## src/rtl/decoder_rr_arbiter.sv

```systemverilog
// -----------------------------------------------------------------------------
// decoder_rr_arbiter
//
// Purpose:
//   Round-robin arbiter for 8 requesters. It grants one requester at a time
//   and presents the grant both as a binary index and as a one-hot vector.
//   A grant is held until the holder strobes done or drops its request.
//   Every grant is followed by a one-cycle RELEASE slot, and then by an IDLE
//   cycle in which the next winner is picked.
//
// Optional feature:
//   DECODER_ARB_TIMEOUT_EN - when defined, a hold counter forces a release
//   after TIMEOUT_CYCLES grant cycles and pulses timeout for that RELEASE
//   cycle. When undefined, there is no counter, timeout is tied low, and a
//   grant is held indefinitely.
//
// Ports:
//   clk          in   1  clock, rising edge
//   rst          in   1  synchronous active-high reset
//   enable       in   1  arbiter enable; low forces IDLE and drops the grant
//   req          in   8  request lines, bit i = requester i
//   done         in   1  release strobe from the current grant holder
//   grant_idx    out  3  binary index of the granted requester (sticky)
//   grant_valid  out  1  high while a grant is held
//   grant        out  8  one-hot grant, 8'h00 when no grant is held
//   timeout      out  1  one-cycle pulse on a forced (timed-out) release
//
// States:
//   state    | meaning
//   ---------+--------------------------------------------------------------
//   IDLE     | no grant; picks a round-robin winner when enabled and req!=0
//   GRANT    | grant held stable; waits for done, request drop or timeout
//   RELEASE  | single dead cycle after a grant, then back to IDLE
// -----------------------------------------------------------------------------
module decoder_rr_arbiter #(
  parameter int unsigned TIMEOUT_CYCLES = 16
) (
  input  logic       clk,
  input  logic       rst,
  input  logic       enable,
  input  logic [7:0] req,
  input  logic       done,
  output logic [2:0] grant_idx,
  output logic       grant_valid,
  output logic [7:0] grant,
  output logic       timeout
);

  // The hold counter is 8 bits wide, so the limit must fit in it; a limit
  // below 2 would make every grant a single cycle long.
  if (TIMEOUT_CYCLES < 2 || TIMEOUT_CYCLES > 255) begin : g_bad_timeout
    $error("decoder_rr_arbiter: TIMEOUT_CYCLES must be in 2..255");
  end

  typedef enum logic [1:0] {
    ST_IDLE    = 2'd0,
    ST_GRANT   = 2'd1,
    ST_RELEASE = 2'd2
  } state_t;

  state_t     state_q, state_d;
  logic [2:0] ptr_q, ptr_d;
  logic [2:0] grant_idx_q, grant_idx_d;
  logic       grant_valid_q, grant_valid_d;
  logic [7:0] grant_q, grant_d;
  logic [2:0] winner;

`ifdef DECODER_ARB_TIMEOUT_EN
  localparam logic [7:0] HOLD_LIMIT = 8'(TIMEOUT_CYCLES);

  logic [7:0] hold_cnt_q, hold_cnt_d;
  logic       timeout_q, timeout_d;
`endif

  // First set request after ptr, scanning upward with wrap. Offset 8 wraps
  // back onto ptr itself, so the previous holder wins only when it is the
  // sole requester.
  function automatic logic [2:0] rr_pick(input logic [7:0] r, input logic [2:0] p);
    logic [2:0] idx;
    logic       found;
    rr_pick = p;
    found   = 1'b0;
    for (int k = 1; k <= 8; k++) begin
      idx = p + 3'(k);
      if (!found && r[idx]) begin
        rr_pick = idx;
        found   = 1'b1;
      end
    end
  endfunction

  assign winner = rr_pick(req, ptr_q);

  always_comb begin
    state_d       = state_q;
    ptr_d         = ptr_q;
    grant_idx_d   = grant_idx_q;
    grant_valid_d = grant_valid_q;
    grant_d       = grant_q;
`ifdef DECODER_ARB_TIMEOUT_EN
    hold_cnt_d    = hold_cnt_q;
    timeout_d     = 1'b0;
`endif

    if (!enable) begin
      // Disabling is an abort, not a release: no RELEASE slot and no timeout.
      // ptr is left alone so fairness resumes where it stopped.
      state_d       = ST_IDLE;
      grant_valid_d = 1'b0;
      grant_d       = 8'h00;
    end else begin
      unique case (state_q)
        ST_IDLE: begin
          if (|req) begin
            state_d       = ST_GRANT;
            ptr_d         = winner;
            grant_idx_d   = winner;
            grant_valid_d = 1'b1;
            grant_d       = 8'd1 << winner;
`ifdef DECODER_ARB_TIMEOUT_EN
            hold_cnt_d    = 8'd0;
`endif
          end
        end

        ST_GRANT: begin
          // A normal release is checked first so that it wins over a timeout
          // landing in the same cycle.
          if (done || !req[grant_idx_q]) begin
            state_d       = ST_RELEASE;
            grant_valid_d = 1'b0;
            grant_d       = 8'h00;
          end
`ifdef DECODER_ARB_TIMEOUT_EN
          // This is the last permitted grant cycle once the incremented
          // count reaches the limit, so the grant lasts exactly
          // TIMEOUT_CYCLES cycles.
          else if (hold_cnt_q + 8'd1 == HOLD_LIMIT) begin
            state_d       = ST_RELEASE;
            grant_valid_d = 1'b0;
            grant_d       = 8'h00;
            timeout_d     = 1'b1;
          end else begin
            hold_cnt_d    = hold_cnt_q + 8'd1;
          end
`endif
        end

        ST_RELEASE: begin
          // No arbitration here: a request that arrived alongside the
          // release is picked up in the following IDLE cycle.
          state_d = ST_IDLE;
        end

        default: begin
          state_d       = ST_IDLE;
          grant_valid_d = 1'b0;
          grant_d       = 8'h00;
        end
      endcase
    end
  end

  always_ff @(posedge clk) begin
    if (rst) begin
      state_q       <= ST_IDLE;
      ptr_q         <= 3'd7;
      grant_idx_q   <= 3'd0;
      grant_valid_q <= 1'b0;
      grant_q       <= 8'h00;
`ifdef DECODER_ARB_TIMEOUT_EN
      hold_cnt_q    <= 8'd0;
      timeout_q     <= 1'b0;
`endif
    end else begin
      state_q       <= state_d;
      ptr_q         <= ptr_d;
      grant_idx_q   <= grant_idx_d;
      grant_valid_q <= grant_valid_d;
      grant_q       <= grant_d;
`ifdef DECODER_ARB_TIMEOUT_EN
      hold_cnt_q    <= hold_cnt_d;
      timeout_q     <= timeout_d;
`endif
    end
  end

  assign grant_idx   = grant_idx_q;
  assign grant_valid = grant_valid_q;
  assign grant       = grant_q;
`ifdef DECODER_ARB_TIMEOUT_EN
  assign timeout     = timeout_q;
`else
  assign timeout     = 1'b0;
`endif

endmodule

```

## config.mk

```make
export PLATFORM = sky130hd
export DESIGN_NAME = decoder_rr_arbiter
export DESIGN_NICKNAME = d
export VERILOG_FILES = /design/src/rtl/decoder_rr_arbiter.sv
export SDC_FILE = /design/constraint.sdc
export NUM_CORES = 1
export LEC_CHECK = 0
export BUFFER_PORTS_ARGS = -buffer_cell sky130_fd_sc_hd__buf_4
export CAP_MARGIN = 0
export CORE_MARGIN = 1
export CORE_UTILIZATION = 27
export DETAILED_ROUTE_END_ITERATION = 8
export PLACE_DENSITY_LB_ADDON = 0.08
export SYNTH_ARGS = -nofsm -noshare
export SYNTH_HDL_FRONTEND = slang
export SYNTH_SLANG_ARGS = --single-unit
```

## constraint.sdc

```tcl
create_clock -name clk -period 9 [get_ports clk]
set_input_delay 1.8 -clock clk [delete_from_list [all_inputs] [get_ports clk]]
set_output_delay 1.8 -clock clk [all_outputs]
set_load 0.01 [all_outputs]
```

==> flow_summary.json <==
{
  "holdCritStartpoint": "grant[5]",
  "cts_resized": 0,
  "hpwl_um": 3573,
  "fin_worst_skew_ps": 4.763,
  "dp_cells": 286,
  "placement.io_buffers": 23,
  "slew_violations": 0,
  "routabilityCongestion": 0.7538,
  "initial_core_util": 0.2817,
  "htreeDepth": 1,
  "timing.fmax_mhz": 249.7,
  "status": "finished, final reports clean",
  "core_um2": 5956,
  "grt_pass1_vias": 1495,
  "drtAntennaViolNets": 0,
  "min_period_over_period": 0.4449,
  "cts-root-buf": "clkbuf_8",
  "clk_latency_ps": 250,
  "hold_viol_final": 0,
  "setup_viol": 0,
  "num-fill-cells": 673,
  "grt_setup_unrepaired": "no",
  "path_class": "in -> reg",
  "synth_seq_area_share": 0.2028,
  "yosys_register_bits": 17,
  "via_count": 1595,
  "maxSlewHeadroom": 0.4575,
  "grt_pass1_wl_um": 7596,
  "power.density_nw_per_um2": 310.7,
  "async_flop_share": 0,
  "instances_no_fill": 290,
  "io_pins": 25,
  "via_per_inst": 5.500,
  "clockBufferDepth": 2,
  "cts_tree": "yes",
  "wl_per_cell_um": 16.26,
  "nNetsFinal": 230,
  "die_w_um": 80.83,
  "period_needed_ps": 4004,
  "postCtsSetupBuffers": 0,
  "drt_pass1_iterations": 4,
  "clkTransAtPathRegs_ps": 70,
  "ys_types": 52,
  "wl_um": 4715,
  "tightest_slew_ps": 812.7,
  "peakVddDrop_mv": 0.1087,
  "layout-drive-gt1-share": 0.2186,
  "ys_warn_count": 0,
  "cts_made_buffers": 3,
  "start_kind": "primary input",
  "worstPathArrival_ps": 4120,
  "drt_iter0_drc": 88,
  "rows": 28,
  "area.sequential_um2": 340.3,
  "antenna_cells": 0,
  "maxCapViolCount": 0,
  "grt_overflow": 0,
  "timing.reg2reg.setup_slack_ps": 5140,
  "required_ps": 9120,
  "synth_ff_type": "dfxtp_1",
  "globalRouteTotalUtil": 0.1523,
  "end_kind": "flop",
  "whs_ps": 458.5,
  "syn_to_final_growth_pct": 15.44,
  "final_cell_mix": "28 x nand2_1, 25 x buf_4, 17 x dfxtp_1, 14 x mux2i_1, 13 x a21oi_1",
  "synth_edf_count": 0,
  "tns_ps": 0,
  "grt_start_max_net_pins": 30,
  "multi_input_area_um2": 1250,
  "dieArea_um2": 6533,
  "die_h_um": 80.83,
  "cp_max_fo": 10,
  "hold_buffers": 0,
  "numClockSinks": 17,
  "syn_area_um2": 1678,
  "syn_inst": 197,
  "hp-class": "reg -> reg",
  "drc": 0,
  "grt_antenna_before_repair": 0,
  "final_common_cell": "nand2_1",
  "syn-num-nets": 211,
  "syn_area_per_cell_um2": 8.517,
  "r2r_start": "ptr_q[0]",
  "p_leak_nw": 0.7596,
  "startpoint": "req[2]"
}
final timing paths:
kind | endpoint | cells after the start
max | ptr_q[2] | 8
min | grant[5] | 2
min reg2reg | grant[5] | 2
max reg2reg | grant[7] | 10
worst max-delay path: stages:
cell	delay, ps
buf_4	140
mux4_1	590
mux2i_1	300
o21a_1	280
nand3_1	190
a21o_1	240
a21oi_1	420
o211ai_1	160
power breakdown:
part           total, mW  switching (mW)  leakage [nW]  internal [mW]
sequential         0.113          0.0193         0.139         0.0939
clock             0.0564          0.0257        0.0255         0.0307
combinational      0.432           0.250         0.595          0.182
total              0.602           0.295         0.760          0.306
cells in the mapped netlist (all sizes together), types with 3 or more instances:
cell,number,area [µm²]
mux2,8,90.08
o221ai,3,32.53
mux2i,14,140.1
inv,5,18.77
xnor2,3,26.28
o211ai,3,22.52
a21oi,13,65.06
nand3,12,60.06
clkbuf,3,11.26
o31ai,6,45.04
nor2,9,33.78
nand2b,4,25.02
buf,8,57.55
o21ai,9,45.04
mux4,10,229.0
nor3,6,30.03
nand2,28,105.1
dfxtp,17,340.3
through the flow:
| step | setup slack [ps] | util | total power [mW] | instance area (µm²) |
|---|---|---|---|---|
| after floorplan | 5217 | - | 0.4448 | 1678 |
| after global placement | 4770 | 0.3174 | 0.5508 | 1891 |
| after detailed placement | 4772 | 0.3174 | 0.5444 | 1891 |
| after CTS | 5037 | 0.3252 | 0.6043 | 1937 |
| after global routing | 4807 | 0.3252 | 0.6531 | 1937 |
| final | 4996 | 0.3252 | 0.6017 | 1937 |
area by class of cell:
class / instances / share of cell area
Clock inverter: 1 / 0.002584
Clock buffer: 3 / 0.02132
Timing Repair Buffer: 25 / 0.09690
Tap cell: 75 / 0.04845
Sequential cell: 17 / 0.1757
Multi-Input combinational cell: 164 / 0.6453
Inverter: 5 / 0.009690
per-layer routing:
layer	part of all wire	vias to the layer above	routed length, µm	track usage
li1	-	796	-	-
met1	0.50	760	2343	0.2233
met2	0.46	37	2188	0.2378
met3	0.035	2	163	0.02360
met4	0.0045	0	21	0.02143
met5	0	-	0	0
state kept, by name, summed over array words and instances, names as in the netlist:
| register | count |
|---|---|
| grant | 8 |
| grant_idx | 3 |
| grant_valid | 1 |
| ptr_q | 3 |
| state_q | 2 |
cell families after synthesis:
logic type / share of synthesized area
flip-flops: 0.2028
multiplexers: 0.2737
AND/OR/NAND/NOR: 0.2021
other: 0.002235
buffers and inverters: 0.05220
XOR/XNOR: 0.02610
AO/OA/AOI/OAI: 0.2260
adder cells (fa/ha/maj): 0.01491
(Power assumes the default switching activity.)
